==> src/rtl/mux_scan_sel_pkg.sv <==
// Shared types and helpers for the scanning channel multiplexer.
package mux_scan_pkg;

  // Operating modes, decoded from hold/mode with hold taking priority.
  typedef enum logic [1:0] {
    S_MANUAL = 2'd0,
    S_SCAN   = 2'd1,
    S_HOLD   = 2'd2
  } state_t;

  // Step one channel up or down, wrapping at either end of 0..n-1.
  function automatic int next_channel(input int cur, input int n, input logic down);
    if (down) begin
      return (cur == 0) ? (n - 1) : (cur - 1);
    end
    return (cur == n - 1) ? 0 : (cur + 1);
  endfunction

endpackage

==> src/rtl/mux_scan_sel_tick_divider.sv <==
// Scan-step divider: counts 0..DIV-1 while enabled, pulses tick on the last
// count, freezes when disabled and clears synchronously on clr.
module tick_divider #(
  parameter int DIV = 50000000
) (
  input  logic clock,
  input  logic resetn,
  input  logic en,
  input  logic clr,
  output logic tick
);

  localparam int CW = $clog2(DIV + 1);

  logic [CW-1:0] count_q;
  logic [CW-1:0] count_d;

  // Tick only while counting, so a frozen count at DIV-1 fires on resume.
  assign tick = en && (count_q == CW'(DIV - 1));

  // Next count: clear wins, otherwise advance and wrap when enabled.
  always_comb begin
    count_d = count_q;
    if (clr) begin
      count_d = '0;
    end else if (en) begin
      count_d = tick ? '0 : (count_q + CW'(1));
    end
  end

  // Count register with asynchronous reset.
  always_ff @(posedge clock or negedge resetn) begin
    if (!resetn) begin
      count_q <= '0;
    end else begin
      count_q <= count_d;
    end
  end

endmodule

==> src/rtl/mux_scan_sel.sv <==
// Registered N-channel WIDTH-bit multiplexer with manual select, auto-scan
// driven by an internal divider, and a hold/freeze control.
// Optional macro MUX_SCAN_DIR_EN adds a dir input that lets scan count down.
module mux_scan_sel
  import mux_scan_pkg::*;
#(
  parameter int WIDTH = 4,
  parameter int N     = 4,
  parameter int DIV   = 50000000,
  parameter int SEL_W = $clog2(N)
) (
  input  logic               clock,
  input  logic               resetn,
  input  logic [N*WIDTH-1:0] data_in,
  input  logic [SEL_W-1:0]   sel,
  input  logic               mode,
`ifdef MUX_SCAN_DIR_EN
  input  logic               dir,
`endif
  input  logic               hold,
  output logic [WIDTH-1:0]   data_out,
  output logic [SEL_W-1:0]   cur_sel,
  output logic               chg
);

  state_t             state;
  logic               div_en;
  logic               div_clr;
  logic               tick;
  logic               scan_down;
  logic [SEL_W-1:0]   next_sel;
  logic [SEL_W-1:0]   cur_sel_q;
  logic [SEL_W-1:0]   cur_sel_d;
  logic [WIDTH-1:0]   data_out_q;
  logic [WIDTH-1:0]   data_out_d;
  logic               chg_q;
  logic               chg_d;

  // Mode decode acts on the current cycle so hold can veto a same-cycle tick.
  always_comb begin
    state = S_MANUAL;
    if (hold) begin
      state = S_HOLD;
    end else if (mode) begin
      state = S_SCAN;
    end
  end

  // Divider control: run in scan, freeze in hold, park at zero in manual.
  always_comb begin
    div_en  = (state == S_SCAN);
    div_clr = (state == S_MANUAL);
  end

  tick_divider #(
    .DIV (DIV)
  ) u_div (
    .clock  (clock),
    .resetn (resetn),
    .en     (div_en),
    .clr    (div_clr),
    .tick   (tick)
  );

`ifdef MUX_SCAN_DIR_EN
  // Direction only matters on a tick, so it is qualified by tick here.
  assign scan_down = tick & dir;
`else
  assign scan_down = 1'b0;
`endif

  // Channel choice for the coming edge in each mode.
  always_comb begin
    next_sel = cur_sel_q;
    case (state)
      S_MANUAL: begin
        if (int'(sel) < N) begin
          next_sel = sel;
        end
      end
      S_SCAN: begin
        if (tick) begin
          next_sel = SEL_W'(next_channel(int'(cur_sel_q), N, scan_down));
        end
      end
      default: next_sel = cur_sel_q;
    endcase
  end

  // Register next-state: data always follows next_sel so it tracks live input.
  always_comb begin
    cur_sel_d  = cur_sel_q;
    data_out_d = data_out_q;
    chg_d      = 1'b0;
    if (state != S_HOLD) begin
      cur_sel_d  = next_sel;
      data_out_d = data_in[int'(next_sel)*WIDTH +: WIDTH];
      chg_d      = (next_sel != cur_sel_q);
    end
  end

  // Output registers with asynchronous reset.
  always_ff @(posedge clock or negedge resetn) begin
    if (!resetn) begin
      cur_sel_q  <= '0;
      data_out_q <= '0;
      chg_q      <= 1'b0;
    end else begin
      cur_sel_q  <= cur_sel_d;
      data_out_q <= data_out_d;
      chg_q      <= chg_d;
    end
  end

  assign data_out = data_out_q;
  assign cur_sel  = cur_sel_q;
  assign chg      = chg_q;

endmodule

==> config.mk <==
export PLATFORM = sky130hd
export DESIGN_NAME = mux_scan_sel
export DESIGN_NICKNAME = d
export VERILOG_FILES = /design/src/rtl/mux_scan_sel_pkg.sv /design/src/rtl/mux_scan_sel_tick_divider.sv /design/src/rtl/mux_scan_sel.sv
export SDC_FILE = /design/constraint.sdc
export NUM_CORES = 1
export LEC_CHECK = 0
export BUFFER_PORTS_ARGS = -buffer_cell sky130_fd_sc_hd__buf_2
export CORE_ASPECT_RATIO = 1.5
export CORE_UTILIZATION = 33
export DETAILED_ROUTE_END_ITERATION = 8
export PLACE_DENSITY = 0.56
export SYNTH_ARGS = -nofsm -noshare
export SYNTH_HDL_FRONTEND = slang
export SYNTH_SLANG_ARGS = --single-unit
==> constraint.sdc <==
create_clock -name clock -period 2.9 [get_ports clock]
set_clock_uncertainty 0.1 [all_clocks]
set_input_delay 0.29 -clock clock [delete_from_list [all_inputs] [get_ports clock]]
set_output_delay 0.29 -clock clock [all_outputs]
set_load 0.02 [all_outputs]
==> Word level (Yosys, flattened, before mapping) <==
Cells that the tools add are included.
{ "word_totals": {"wordCells": 27, "regBits": 33, "in_bits": 22} }
{ "op_classes": {"n_shift": 1, "eq_ne": 5, "muxes": 12, "n_addsub": 2, "n_reduce_logical": 3} }
{ "ops": {"columns": ["op", "n"], "rows": [
  ["$mux 26", 3],
  ["$add 26x1->26 const B", 1],
  ["$eq 26x26->1 const B", 1],
  ["$shiftx 16x5->4", 1],
  ["$mux 2", 4],
  ["$eq 2x1->1 const B", 2],
  ["$mux 1", 4],
  ["$pmux 2 s2", 1],
  ["$add 2x1->2 const B", 1],
  ["$logic_not 2->1", 1],
  ["$ne 2x2->1", 1],
  ["$ne 2x2->1 const B", 1],
  ["$reduce_bool 2->1", 1],
  ["$logic_and 1x1->1", 1]
]} }

==> Logic depth before layout (Yosys ltp) <==
{ "logic_depth": {"word_depth": 11, "depth_mapped": 9, "ltp_nobuf": 7} }

==> By module <==
Synthesis repeated with hierarchy kept, for this count alone.
{ "hier_totals": {"hier_cells": 209, "hier_area_um2": 1999.4} }
{ "modules_own_cells": {"columns": ["module", "seq_area_each_um2", "n_inst", "cells_each", "area_per_inst_um2"], "rows": [
  ["tick_divider", 650.6, 1, 157, 1492.7],
  ["mux_scan_sel", 175.2, 1, 52, 506.7]
]} }

==> Worst setup path before layout <==
Ideal clock, no wire load.
{ "synth_timing": {"path_kind": "reg2reg", "startpoint": "register u_div.count_q[0]", "endpoint": "register data_out_q[0], in the netlist data_out[0]", "t_required_ns": 2.644, "stages_incl_launch_ff": 8, "setup_ns": 0.156, "synth_period_minus_slack_ns": 2.104, "arrival_ns": 1.848, "slack_ns": 0.796, "path_cell_list": "dfrtp_1 -> ha_1 -> and3_1 -> nand4b_2 -> or2_1 -> buf_6 -> a311oi_1 -> a221oi_1"} }
{ "synth_between": {"elab_chain_cells": 5} }
{ "synth_rtl": {"columns": ["element", "line_no", "text"], "rows": [
  ["start, declared", "mux_scan_sel_tick_divider.sv:15", "logic [CW-1:0] count_q;"],
  ["start signal, assigned", "mux_scan_sel_tick_divider.sv:36", "count_q <= count_d;"],
  ["$eq 26x26->1", "mux_scan_sel_tick_divider.sv:19", "assign tick = en && (count_q == CW'(DIV - 1));"],
  ["$logic_and 1x1->1", "mux_scan_sel_tick_divider.sv:19", null],
  ["$mux 2", "mux_scan_sel.sv:82", "if (tick) begin"],
  ["$pmux 2 s2", "mux_scan_sel.sv:75", "case (state)"],
  ["$shiftx 16x5->4", "mux_scan_sel.sv:97", "data_out_d = data_in[int'(next_sel)*WIDTH +: WIDTH];"],
  ["end signal, assigned", "mux_scan_sel.sv:110", "data_out_q <= data_out_d;"],
  ["end, declared", "mux_scan_sel.sv:34", "logic [WIDTH-1:0] data_out_q;"]
]} }
Every way passes these cells.
A chain may end at the register's enable or synchronous reset.

==> Worst setup path after layout <==
{ "layout_timing": {"startpoint": "register u_div.count_q[1]", "endpoint": "register data_out_q[1], in the netlist data_out[1]"} }
The elaborated chain is that of the path after synthesis.

==> summary.txt <==
Power and ir drop
  – NetSw: between 0.0002 and 0.0003 W
  – Power Density: ~440 nW/um2
  – Sw frac: 28.3%
  – VDD IR max: ~0.25 mV
  – Internal Power: about 0.00074 W
  – Final Total Pwr: ~0.0010 W
  – Share of power burned in combinational logic: around 18%
  – Power share of the clock group: 33.6%
  – Seq pwr share: 48.3%
  – Pleak: 1.02 nW

Clocking
  – CTS tree: built
  – CTS Sinks: 33
  – CTS root buffer: clkbuf_8
  – H-Tree Depth: 2
  – CTS resizes: 0
  – Num CTS Buffers: 5
  – Post-CTS Setup Bufs: 0
  – Clock-pin slew on the worst setup and hold paths: about 0.070 ns
  – Clk_lat worst skew: 0.28 ns
  – Hold Buf Count CTS: 0
  – Clock Path Buffers: 2

Logic synthesis
  – Top post-synthesis cells by area: dfrtp_1 (40%), o21ai_0 (8.5%), nand2_1 (6.8%)
  – Post-synth cell types: between 40 and 50
  – Synthesized net count: roughly 270
  – Synth top area share: 40.1%
  – Mapped Cells: 244
  – Synth Area per Inst: about 8.4 um2
  – Post-synth EDFFs: 0
  – Sequential area share after synthesis: between 40% and 50%
  – Ys flop type: dfrtp_1
  – Yosys warnings: 0
  – Ys async rst share: between 90% and 100%
  – Post-Synthesis Cell Area: 2060 um2
  – Yosys top cell by area: dfrtp_1
  – Yosys reg bits: 33

Setup path
  – Reg2reg end: data_out[1]$_DFFE_PN0P_
  – Arr. time, crit path: 2.41 ns
  – Crit Path Max Fanout: 11
  – Reg2Reg Depth: 6
  – R2r startpoint: u_div.count_q[1]$_DFFE_PN0N_
  – Reg-to-reg setup timing slack: about 0.51 ns
  – Crit start category: flop
  – Critical path endpoint category: flop
  – CP Data Required Time: 2.93 ns
  – Crit path kind: reg2reg

Final layout
  – Commonest cells after routing, fill and taps aside: nand2_1 (37), o21ai_0 (35), dfrtp_1 (33)
  – Final core utilization: approximately 40%
  – Layout area overhead: 14.0%
  – Layout fillers: about 600
  – Multi-input gate area: between 1000 and 1500 um2
  – # diodes: 0
  – Share of layout cells above drive strength 1: 17.0%
  – Fin nets: between 200 and 300
  – Cell area after layout: roughly 2300 um2
  – Register Area: roughly 830 um2
  – Commonest non-fill, non-tap cell in the layout: nand2_1

Global routing
  – Number of global-route vias before repair: between 1500 and 2000
  – Total gr overflow: 0
  – Pin count of the biggest net entering global routing: 34
  – Initial antenna violation count: 0
  – GRT Resource Usage Total: 17.3%
  – First-pass GRT wire length: about 8800 um

Placed design
  – Port Buffers: 28
  – Post-DP HPWL: between 3000 and 4000 um
  – Gpl congestion: between 0.7 and 0.8
  – Post-DP Area: roughly 2300 um2

Routing
  – Final wirelength: ~5000 um
  – Iter 0 DRT Violations: slightly above 50
  – Vias per cell: around 5.5
  – DRC viols: 0
  – Final ANT Viol Nets: 0
  – DR pass1 iterations: 4
  – Vias: around 1900
  – WL per Instance: between 10 and 15 um

Timing
  – Pins Over Slew Limit: 0
  – Final period util: between 80 and 90%
  – Fmax: 419 MHz
  – Setup Viol. Count Final: 0
  – Crit path time final: 2.39 ns
  – Setup TNS: 0 ns
  – RSZ-0062 raised after global routing: false
  – Hold slack: -0.0280 ns
  – Final Hold Viols: 33
  – Worst-Margin Slew: about 0.75 ns
  – Slew margin rel.: approximately 50%

Floorplan
  – Die H: between 90 and 100 um
  – Rows: 34
  – Die ar.: 6560 um2
  – DIE WIDTH: between 60 and 70 um
  – IO Count: 29
  – Initial Util: a little over a third
  – Core Box Area: approximately 5900 um2

Run status
  – Outcome: finished with violations
  – Violated checks: hold timing

Min path
  – HP Class: in2async

Job
  – Reported max-cap violation count: 0
[state kept, by name (all words and copies together), names as in the netlist]
| register | flops |
|---|---|
| u_div.count_q | 26 |
| data_out | 4 |
| cur_sel | 2 |
| chg | 1 |
[stage by stage]
stage,hold WS [ns],instances,worst slack [ns]
5_1_grt,0.0363,343,0.282
3_5_place_dp,0.309,336,0.503
2_1_floorplan,-0.106,244,0.796
3_3_place_gp,0.303,336,0.591
4_1_cts,0.00142,343,0.495
6_report,-0.0280,343,0.515
[area by class of cell]
class / count / area share (%)
well taps: 72 / 3.84
flip-flops and latches: 33 / 35.2
clock buffers: 7 / 3.68
repair buffers: 31 / 6.94
multi-input cells: 193 / 49.2
inverters: 7 / 1.12
[critical path, cell delays in order, from the launching register on]
cell and delay, ns:
dfrtp_1 0.39, ha_1 0.23, and3_1 0.22, nand4b_2 0.16, or2_1 0.41, a311oi_1 0.57, a221oi_1 0.15
[kinds of logic after synthesis]
logic type      synth area share (%)
compound gates                  20.9
xor+xnor                        2.98
fa+ha+maj                       1.22
buf+inv                         3.77
flops                           40.1
mux                             3.53
simple gates                    27.4
[worst max-delay path by stage]
stage	slack, ns	start	cells past startpoint	endpoint
after CTS	0.49	u_div.count_q[0]$_DFFE_PN0N_	6	data_out[1]$_DFFE_PN0P_
after floorplan	0.80	u_div.count_q[0]$_DFFE_PN0N_	7	data_out[0]$_DFFE_PN0P_
after global placement	0.59	u_div.count_q[0]$_DFFE_PN0N_	7	data_out[1]$_DFFE_PN0P_
final	0.51	u_div.count_q[1]$_DFFE_PN0N_	6	data_out[1]$_DFFE_PN0P_
after detailed placement	0.50	u_div.count_q[0]$_DFFE_PN0N_	6	data_out[1]$_DFFE_PN0P_
after global routing	0.28	u_div.count_q[1]$_DFFE_PN0N_	6	data_out[2]$_DFFE_PN0P_
[power groups by stage]
stage / Sequential (W) / Clock (W) / Combinational [W]
detailed placement: 0.000508 / 0 / 0.000190
global route: 0.000503 / 0.000381 / 0.000210
finish: 0.000500 / 0.000348 / 0.000188
global placement: 0.000507 / 0 / 0.000189
CTS: 0.000500 / 0.000360 / 0.000191
floorplan: 0.000525 / 0 / 0.000104
[metal layers]
layer / wire length (um) / GRT usage, % / vias to the layer above
met5: 0 / 0 / -
li1: - / - / 954
met1: 2230 / 21.3 / 892
met2: 2600 / 30.2 / 31
met3: 86 / 1.74 / 6
met4: 84 / 6.55 / 0
[Yosys cell counts, drive strengths merged, types with 3 or more instances]
library cell,number
inv,7
and3,9
nand4,7
and4,4
nor2b,3
a31oi,4
clkbuf,8
xor2,5
nor3,4
o31ai,4
a21oi,17
buf,3
nor4,6
mux2i,5
nand3,7
dfrtp,33
nor2,14
nand2,37
o21ai,36
a221oi,4
(Power assumes the default switching activity.)
